[config.mk]
export PLATFORM = sky130hd
export DESIGN_NAME = eeg_uart_streamer
export DESIGN_NICKNAME = d
export VERILOG_FILES = /design/src/rtl/eeg_uart_streamer.sv
export SDC_FILE = /design/constraint.sdc
export NUM_CORES = 1
export LEC_CHECK = 0
export BUFFER_PORTS_ARGS = -buffer_cell sky130_fd_sc_hd__buf_2
export CELL_PAD_IN_SITES_DETAIL_PLACEMENT = 1
export CELL_PAD_IN_SITES_GLOBAL_PLACEMENT = 2
export CORE_ASPECT_RATIO = 1.2
export CORE_MARGIN = 2
export CORE_UTILIZATION = 43
export DETAILED_ROUTE_END_ITERATION = 8
export PLACE_DENSITY = 0.75
export SYNTH_ARGS = -nofsm -noshare
export SYNTH_HDL_FRONTEND = slang
export SYNTH_SLANG_ARGS = --single-unit
[constraint.sdc]
create_clock -name clk -period 3 [get_ports clk]
set_input_delay 0.75 -clock clk [delete_from_list [all_inputs] [get_ports clk]]
set_output_delay 0.75 -clock clk [all_outputs]
set_load 0.005 [all_outputs]
[src/rtl/eeg_uart_streamer.sv]
// Purpose: scale/saturate filtered samples to s16, decimate, buffer, and send as A5/hi/lo UART 8N1 frames.
// Latency: in_valid at edge k -> FIFO write at k+1 -> pop and start bit at k+2 (empty FIFO, idle TX).
// Backpressure: none upstream; kept samples arriving at a full FIFO with no pop are dropped, overflow is sticky.
module eeg_uart_streamer #(
  parameter int          CLK_DIV    = 434,
  parameter int          DECIM      = 4,
  parameter int          SHIFT      = 15,
  parameter int          FIFO_DEPTH = 16,
  parameter logic [7:0]  SYNC_BYTE  = 8'hA5
) (
  input  logic                          clk,
  input  logic                          rst,
  input  logic [31:0]                   filtered_in,
  input  logic                          in_valid,
  output logic                          tx,
  output logic                          busy,
  output logic                          overflow,
  output logic [$clog2(FIFO_DEPTH):0]   fifo_level
);

  localparam int AW = $clog2(FIFO_DEPTH);
  localparam int LW = AW + 1;
  localparam int DW = (DECIM > 1) ? $clog2(DECIM) : 1;
  localparam int BW = (CLK_DIV > 1) ? $clog2(CLK_DIV) : 1;

  typedef enum logic [1:0] {S_IDLE, S_START, S_DATA, S_STOP} state_t;

  // Scaling and saturation
  logic signed [31:0] w_shifted;
  logic [15:0]        w_sat;
  logic               w_keep;

  // Decimation and capture stage
  logic [DW-1:0]      r_dec_cnt;
  logic               r_cap_vld;
  logic [15:0]        r_cap_dat;

  // Sample FIFO
  logic [15:0]        r_mem [FIFO_DEPTH];
  logic [AW-1:0]      r_wr_ptr;
  logic [AW-1:0]      r_rd_ptr;
  logic [LW-1:0]      r_count;
  logic               r_overflow;
  logic               w_full;
  logic               w_empty;
  logic               w_push;
  logic               w_pop;

  // Transmitter
  state_t             r_state, w_state_nxt;
  logic [BW-1:0]      r_baud_cnt, w_baud_nxt;
  logic [2:0]         r_bit_idx, w_bit_nxt;
  logic [1:0]         r_byte_idx, w_byte_nxt;
  logic [15:0]        r_frame, w_frame_nxt;
  logic [7:0]         r_shift, w_shift_nxt;
  logic               r_tx, w_tx_nxt;
  logic               r_busy, w_busy_nxt;
  logic               w_baud_end;

  assign w_shifted = $signed(filtered_in) >>> SHIFT;

  // Clamp the shifted word into the signed 16-bit range
  always_comb begin
    w_sat = w_shifted[15:0];
    if (w_shifted > 32'sd32767) begin
      w_sat = 16'h7FFF;
    end else if (w_shifted < -32'sd32768) begin
      w_sat = 16'h8000;
    end
  end

  // Only a counter value of zero keeps the sample, so the first valid after reset is kept
  assign w_keep = in_valid && (r_dec_cnt == '0);

  // Decimation counter (advances on in_valid only) and one-deep capture register
  always_ff @(posedge clk or negedge rst) begin
    if (!rst) begin
      r_dec_cnt <= '0;
      r_cap_vld <= 1'b0;
      r_cap_dat <= '0;
    end else begin
      r_cap_vld <= w_keep;
      if (w_keep) begin
        r_cap_dat <= w_sat;
      end
      if (in_valid) begin
        r_dec_cnt <= (r_dec_cnt == DW'(DECIM - 1)) ? '0 : r_dec_cnt + DW'(1);
      end
    end
  end

  assign w_full  = (r_count == LW'(FIFO_DEPTH));
  assign w_empty = (r_count == '0);
  // A full FIFO still accepts a word when the transmitter pops in the same cycle
  assign w_push  = r_cap_vld && (!w_full || w_pop);

  // FIFO storage; contents need no reset since the pointers gate visibility
  always_ff @(posedge clk) begin
    if (w_push) begin
      r_mem[r_wr_ptr] <= r_cap_dat;
    end
  end

  // FIFO pointers, occupancy and sticky overflow flag
  always_ff @(posedge clk or negedge rst) begin
    if (!rst) begin
      r_wr_ptr   <= '0;
      r_rd_ptr   <= '0;
      r_count    <= '0;
      r_overflow <= 1'b0;
    end else begin
      if (w_push) begin
        r_wr_ptr <= r_wr_ptr + AW'(1);
      end
      if (w_pop) begin
        r_rd_ptr <= r_rd_ptr + AW'(1);
      end
      case ({w_push, w_pop})
        2'b10:   r_count <= r_count + LW'(1);
        2'b01:   r_count <= r_count - LW'(1);
        default: r_count <= r_count;
      endcase
      if (r_cap_vld && w_full && !w_pop) begin
        r_overflow <= 1'b1;
      end
    end
  end

  assign w_baud_end = (r_baud_cnt == BW'(CLK_DIV - 1));

  // Transmitter next-state: sync byte, then high byte, then low byte, no gap between bytes
  always_comb begin
    w_state_nxt = r_state;
    w_baud_nxt  = r_baud_cnt;
    w_bit_nxt   = r_bit_idx;
    w_byte_nxt  = r_byte_idx;
    w_frame_nxt = r_frame;
    w_shift_nxt = r_shift;
    w_pop       = 1'b0;
    case (r_state)
      S_IDLE: begin
        if (!w_empty) begin
          w_pop       = 1'b1;
          w_frame_nxt = r_mem[r_rd_ptr];
          w_shift_nxt = SYNC_BYTE;
          w_byte_nxt  = 2'd0;
          w_baud_nxt  = '0;
          w_state_nxt = S_START;
        end
      end
      S_START: begin
        if (w_baud_end) begin
          w_baud_nxt  = '0;
          w_bit_nxt   = 3'd0;
          w_state_nxt = S_DATA;
        end else begin
          w_baud_nxt = r_baud_cnt + BW'(1);
        end
      end
      S_DATA: begin
        if (w_baud_end) begin
          w_baud_nxt  = '0;
          w_shift_nxt = {1'b0, r_shift[7:1]};
          if (r_bit_idx == 3'd7) begin
            w_state_nxt = S_STOP;
          end else begin
            w_bit_nxt = r_bit_idx + 3'd1;
          end
        end else begin
          w_baud_nxt = r_baud_cnt + BW'(1);
        end
      end
      S_STOP: begin
        if (w_baud_end) begin
          w_baud_nxt = '0;
          if (r_byte_idx < 2'd2) begin
            w_byte_nxt  = r_byte_idx + 2'd1;
            w_shift_nxt = (r_byte_idx == 2'd0) ? r_frame[15:8] : r_frame[7:0];
            w_state_nxt = S_START;
          end else begin
            w_state_nxt = S_IDLE;
          end
        end else begin
          w_baud_nxt = r_baud_cnt + BW'(1);
        end
      end
      default: begin
        w_state_nxt = S_IDLE;
      end
    endcase
    w_tx_nxt   = (w_state_nxt == S_START) ? 1'b0 :
                 (w_state_nxt == S_DATA)  ? w_shift_nxt[0] : 1'b1;
    w_busy_nxt = (w_state_nxt != S_IDLE);
  end

  // Transmitter state and registered line outputs; reset abandons any frame at once
  always_ff @(posedge clk or negedge rst) begin
    if (!rst) begin
      r_state    <= S_IDLE;
      r_baud_cnt <= '0;
      r_bit_idx  <= '0;
      r_byte_idx <= '0;
      r_frame    <= '0;
      r_shift    <= '0;
      r_tx       <= 1'b1;
      r_busy     <= 1'b0;
    end else begin
      r_state    <= w_state_nxt;
      r_baud_cnt <= w_baud_nxt;
      r_bit_idx  <= w_bit_nxt;
      r_byte_idx <= w_byte_nxt;
      r_frame    <= w_frame_nxt;
      r_shift    <= w_shift_nxt;
      r_tx       <= w_tx_nxt;
      r_busy     <= w_busy_nxt;
    end
  end

  assign tx         = r_tx;
  assign busy       = r_busy;
  assign overflow   = r_overflow;
  assign fifo_level = r_count;

endmodule

==> flow_summary.yaml, run 1 <==
critical_path:
  cp-start-kind: "flip-flop"
  cpPeakStageDelay_ps: 560
  cp_slowest_cell: "or4_4"
  r2r_cells: 9
  r2r_end: "fifo_level[4]"
  crit_type: "reg -> reg"
  endpoint_kind: "flip-flop"
  cp_max_fo: 5
  path_cells: "or4_4, o21ai_4, nor2_2, fa_2, a21o_1, a21o_1, or3_1, and3_1, a311o_1"
  reg2reg_slack_ps: 130
  worstPathArrival_ps: 3270
  cpMostUsedCell: "a21o_1"
  crit_required_ps: 3390
  r2r-start: "fifo_level[0]"
timing:
  finalSetupTns_ps: 0
  rsz0062_at_grt: "no"
  finalHoldViolCount: 0
  period_share: 0.958
  hold_slack_ps: 293
  tightest_slew_ps: 723
  fin_worst_skew_ps: 9.19
  setup_viol: 0
  fin_crit_ps: 2870
  slew_viol_final: 0
  fmax_mhz: 348
  slew_headroom: 0.518
place:
  globalplace.congestion: 0.751
  io_buffers: 27
  dpl.hpwl_mm: 19.1
  dp_cells: 1208
synth:
  synth-edff-count: 256
  synth_cell_types: 54
  synth.area.top_cells: "edfxtp_1, dfrtp_1, mux4_2"
  syn_area_sq_mm: 0.0135
  synthesis.nets: 830
  yosys_warnings: 0
  syn_area_per_cell_sq_um: 17.3
  synth_largest_area_cell: "edfxtp_1"
  ys_seq_elements: 331
  ys_seq_area_frac: 0.710
  netlist_instances: 779
  yosysTopAreaCellShare: 0.570
  synthArstFlopShare: 0.227
  synth_ff_type: "edfxtp_1"
clock_tree:
  hold_buffers: 0
  htreeDepth: 2
  clk_latency_ps: 510
  clock-sinks: 331
  ctsRootBufferMaster: "clkbuf_16"
  numCtsBuffers: 34
  cts_tree: "built"
  clk_pin_slew_ps: 60
  cts_buffer_depth: 3
  post-cts-setup-buffer-count: 0
grt:
  grt_pass1_wl_mm: 47.6
  antenna_found_initial: 1
  grt_remaining_overflow: 0
  grt_use_total: 0.193
  grt_pass1_vias: 7956
  grt_start_max_net_pins: 49
floorplan:
  coreArea_sq_mm: 0.0311
  die_area_sq_mm: 0.0328
  start_util: 0.433
  num_io_pins: 43
  die_x_um: 166
  die_h_um: 198
  fp-row-count: 71
drt:
  ant_nets: 0
  route.detailed.drc: 0
  drt_wl_total_mm: 30.3
  vias_per_cell: 5.58
  dr.pass1.iters: 5
  vias: 7083
  route.detailed.wl_per_inst_um: 23.9
  drt_iter0_markers: 634
power_and_ir_drop:
  powerDensity_mw_per_mm2: 893
  p_leak_nw: 5.47
  ir_drop_uv: 395
cells_and_area:
  fill_cells: 2953
  nets: 894
  syn_to_final_growth_pct: 14.2
  drive_gt1_frac: 0.256
  final_cell_count_no_fill: 1269
  insertedDiodeCount: 0
outcome:
  outcome: "finished, final reports clean"
run:
  cap_viol_max_count: 0
worst_hold_path:
  min_path_type: "in -> async"
[final cells by class]
cell class	instances	area, sq um	share of cell area
Sequential cell	331	9570	0.622
Timing Repair Buffer	68	508	0.0330
Tap cell	401	502	0.0326
Multi-Input combinational cell	395	3690	0.240
Clock inverter	8	72.6	0.00472
Inverter	13	48.8	0.00317
Clock buffer	53	993	0.0646
[worst max-delay path, delay by kind of cell (launching register included)]
kind / cells / cell delay [ps]
fa+ha+maj: 1 / 380
flops: 1 / 400
compound gates: 4 / 840
simple gates: 4 / 1140
[report_power, final]
part           switching [mW]  internal, mW  leakage (nW)
clock network            1.68          2.37         0.515
logic                    1.32          1.51          1.69
registers               0.892          5.97          3.27
total                    3.89          9.85          5.47
[cells in the mapped netlist, types with 2 or more instances]
master and count:
a22oi_1 2, a31oi_1 3, nand2b_1 2, nor4_1 2, o21a_1 2, buf_6 4, o21ai_0 52, nor3_1 6
dfrtp_1 74, nand4_1 4, nand2_1 121, a21oi_1 3, a21o_1 3, ha_1 15, a31oi_4 2, edfxtp_1 256
nand3_1 9, clkbuf_1 20, or4_1 2, xnor2_1 10, o2bb2ai_1 3, mux2_2 9, inv_1 13, and3_1 6
o31ai_1 4, buf_2 12, mux2i_1 9, o221ai_1 2, or3_1 2, mux4_2 80, nor2_1 22, buf_1 3
[metal layers]
layer,GRT usage,vias up,part of all wire
li1,-,3145,-
met1,0.228,3707,0.38
met4,0.0689,0,0.034
met3,0.0306,67,0.043
met5,0,-,0
met2,0.356,164,0.54
[worst max-delay path by stage]
stage | slack (ps) | cells after the start | from | endpoint
floorplan | 10 | 10 | fifo_level[0] | fifo_level[4]
global placement | 60 | 9 | fifo_level[0] | fifo_level[4]
detailed placement | 20 | 9 | fifo_level[0] | fifo_level[4]
CTS | 60 | 9 | fifo_level[0] | fifo_level[4]
global route | 30 | 9 | fifo_level[0] | fifo_level[4]
finish | 130 | 9 | fifo_level[0] | fifo_level[4]
[flip-flops by register name, summed over array words and instances (netlist names), 2 cells and up]
register	count
r_shift	8
r_cap_dat	16
r_rd_ptr	4
r_byte_idx	2
r_dec_cnt	2
fifo_level	5
r_wr_ptr	4
r_state	2
r_mem	256
r_frame	16
r_baud_cnt	9
r_bit_idx	3
[layout by cell type (no fill, tap or decap), drive strengths merged, types with 2 or more instances in the layout]
| cell | instances |
|---|---|
| edfxtp | 256 |
| and3 | 6 |
| or3 | 2 |
| a31oi | 5 |
| nor4 | 2 |
| nand4 | 4 |
| o21ai | 53 |
| clkbuf | 53 |
| nand2 | 121 |
| mux4 | 80 |
| nor2 | 24 |
| clkinv | 4 |
| o21a | 2 |
| xnor2 | 10 |
| nand2b | 2 |
| mux2 | 9 |
| a22oi | 2 |
| o2bb2ai | 3 |
| a21o | 3 |
| or4 | 2 |
| o221ai | 3 |
| inv | 14 |
| buf | 68 |
| a21oi | 3 |
| ha | 15 |
| o31ai | 4 |
| mux2i | 9 |
| nor3 | 7 |
| dfrtp | 74 |
| clkinvlp | 2 |
| nand3 | 9 |
[cells by family (layout without fill, tap and decap cells)]
family | count (synthesis) | count (layout) | share of synthesized area
flip-flops | 331 | 331 | 0.710
AND/OR/NAND/NOR | 184 | 184 | 0.0592
multiplexers | 98 | 98 | 0.148
AO/OA/AOI/OAI | 86 | 86 | 0.0422
buffers and inverters | 53 | 142 | 0.0184
adder cells (fa/ha/maj) | 16 | 16 | 0.0154
XOR/XNOR | 11 | 11 | 0.00715
[what timing repair did]
item                                    in CTS  in global routing
pin swaps                                    0                  0
endpoints found under the hold margin        0                  0
endpoints found under the setup margin       1                  1
gates resized for setup                      1                  1
[stage by stage]
| step | cell area [sq um] | worst slack (ps) | power [mW] | util |
|---|---|---|---|---|
| 2_1_floorplan | 13500 | 9.67 | 8.66 | - |
| 3_3_place_gp | 14300 | 57.6 | 9.55 | 0.460 |
| 3_5_place_dp | 14300 | 19.6 | 9.84 | 0.460 |
| 4_1_cts | 15400 | 62.0 | 13.9 | 0.495 |
| 5_1_grt | 15400 | 30.7 | 14.4 | 0.495 |
| 6_report | 15400 | 125 | 13.7 | 0.495 |
Power figures use the tool's default switching activity.
==> inputs of run 2 (changes only) <==
ABC_AREA = 1   (was default)
CORE_UTILIZATION = 38   (was 43)
PLACE_DENSITY = 0.74   (was 0.75)
==> run 2 against run 1 <==
Net effect:
- combinational power is 52% higher
- critical endpoint is now r_mem[2][3]
- count of clock-buffer cells in the layout is 1 lower
- largest power group unchanged
- core utilization is 5.5 points lower
- highest routed layer unchanged
- via count is 31% higher
- routed wire length is 22% higher
==> flow_summary.yaml, run 2 <==
outcome:
  outcome: "finished, final reports clean"
clock_tree:
  clk_latency_ps: 540
  clk_pin_slew_ps: 60
  hold_buffers: 0
  clock-sinks: 331
  cts_tree: "built"
  cts_buffer_depth: 3
  ctsRootBufferMaster: "clkbuf_16"
  postCtsResizedCells: 0
  numCtsBuffers: 36
  htreeDepth: 2
  post-cts-setup-buffer-count: 0
synth:
  synth_largest_area_cell: "edfxtp_1"
  syn_area_sq_mm: 0.0139
  synth_ff_type: "edfxtp_1"
  yosysTopAreaCellShare: 0.554
  yosys_warnings: 0
  synth-edff-count: 256
  ys_seq_elements: 331
  netlist_instances: 1217
  synthesis.nets: 1268
  ys_seq_area_frac: 0.690
  synthArstFlopShare: 0.227
  syn_area_per_cell_sq_um: 11.4
  synth.area.top_cells: "edfxtp_1, dfrtp_1, nor2_1"
  synth.most_common_cell: "nor2_1"
  synth_cell_types: 38
  synth_common_cells: "nor2_1, edfxtp_1, nand2_1"
critical_path:
  path_cells: "nor2_4, inv_1, a31oi_4, nand2_1, nor2_2, buf_4"
  cpPeakStageDelay_ps: 510
  r2r-start: "r_state[0]"
  worstSetupPathDepth: 6
  cp-start-kind: "flip-flop"
  startpoint: "r_state[0]"
  cp_slowest_cell: "dfrtp_1"
  crit_family: "simple AND/OR/NAND/NOR gates"
  r2r_end: "r_mem[2][3]"
  worstPathArrival_ps: 2580
  reg2reg_slack_ps: 600
  crit_buf_inv: 2
  endpoint_kind: "flip-flop"
  crit_required_ps: 3180
  r2r_cells: 6
  cp_max_fo: 16
  crit_type: "reg -> reg"
  endpoint: "r_mem[2][3]"
place:
  pre_cts_slack_ps: 550
  dpl.hpwl_mm: 21.8
  globalplace.congestion: 0.734
  dp_cells: 1689
  io_buffers: 27
  place_area_sq_mm: 0.0147
grt:
  grt_start_max_net_pins: 131
  grt_pass1_wl_mm: 57.0
  antenna_found_initial: 0
  grt_use_total: 0.200
  grt_remaining_overflow: 0
  grt_pass1_vias: 9713
cells_and_area:
  largest_reg_flops: 256
  final_cell_count_no_fill: 1756
  largest-register: "r_mem"
  drive_gt1_frac: 0.117
  nets: 1310
  utilization: 0.440
  largestRegisters: "r_mem (256), r_cap_dat (16), r_frame (16)"
  stdcell_area_sq_mm: 0.0158
  final_common_cell: "edfxtp_1"
  syn_to_final_growth_pct: 14.1
  final_cell_mix: "edfxtp_1, nor2_1, nand2_1"
floorplan:
  die_h_um: 213
  die_x_um: 178
  start_util: 0.386
  fp-row-count: 76
  die_area_sq_mm: 0.0380
  num_io_pins: 43
  coreArea_sq_mm: 0.0359
timing:
  fin_worst_skew_ps: 30.0
  setup_ws_ps: 604
  period_share: 0.799
  fmax_mhz: 417
  finalSetupTns_ps: 0
  fin_crit_ps: 2400
  slew_viol_final: 0
  tightest_slew_ps: 861
  slew_headroom: 0.422
  finalHoldViolCount: 0
  setup_viol: 0
  rsz0062_at_grt: "no"
  hold_slack_ps: 251
drt:
  vias_per_cell: 5.28
  drt_iter0_markers: 725
  route.detailed.wl_per_inst_um: 21.1
  route.detailed.drc: 0
  vias: 9271
  ant_nets: 0
  drt_wl_total_mm: 37.0
  dr.pass1.iters: 4
worst_hold_path:
  min_path_type: "in -> async"
run:
  cap_viol_max_count: 0
power_and_ir_drop:
  powerDensity_mw_per_mm2: 984
  p_leak_nw: 5.76
  ir_drop_uv: 577
  fin_total_pwr_mw: 15.6
run 2: logic make-up (layout without fill, tap and decap cells):
logic type | Yosys count | after routing | share of synthesized area
AND/OR/NAND/NOR | 516 | 516 | 0.152
AO/OA/AOI/OAI | 233 | 233 | 0.0958
other | 0 | 1 | 0
XOR/XNOR | 14 | 14 | 0.00884
adder cells (fa/ha/maj) | 16 | 16 | 0.0150
flip-flops | 331 | 331 | 0.690
multiplexers | 4 | 4 | 0.00289
buffers and inverters | 103 | 173 | 0.0359
run 2: how the worst min path moves through the flow:
| stage | to | slack (ps) |
|---|---|---|
| 2_1_floorplan | busy | 450 |
| 3_3_place_gp | overflow | 450 |
| 3_5_place_dp | r_frame[1] | 470 |
| 4_1_cts | r_baud_cnt[1] | 290 |
| 5_1_grt | r_baud_cnt[1] | 310 |
| 6_report | r_baud_cnt[1] | 250 |
run 2: where the power goes:
group / switching [mW] / total (mW) / internal, mW
Clock: 1.81 / 4.38 / 2.57
Combinational: 2.89 / 4.29 / 1.40
Sequential: 0.885 / 6.90 / 6.02
run 2: layout make-up:
cell class,instances,area (sq um)
Sequential cell,331,9570
Antenna cell,1,2.50
Clock inverter,14,125
Inverter,40,151
Timing Repair Buffer,67,513
Clock buffer,52,1030
Multi-Input combinational cell,783,3840
Tap cell,468,586
Fill cell,3850,20100
run 2: worst reg2reg max path: stages, from the launching register on:
cell and delay (ps):
dfrtp_1 510, nor2_4 210, inv_1 160, a31oi_4 400, nand2_1 270, nor2_2 130, buf_4 360
run 2: per-layer routing:
| metal | wire length [um] | GRT usage |
|---|---|---|
| met4 | 763 | 0.0530 |
| met3 | 1220 | 0.0264 |
| met1 | 16100 | 0.257 |
| met5 | 0 | 0 |
| met2 | 18900 | 0.356 |
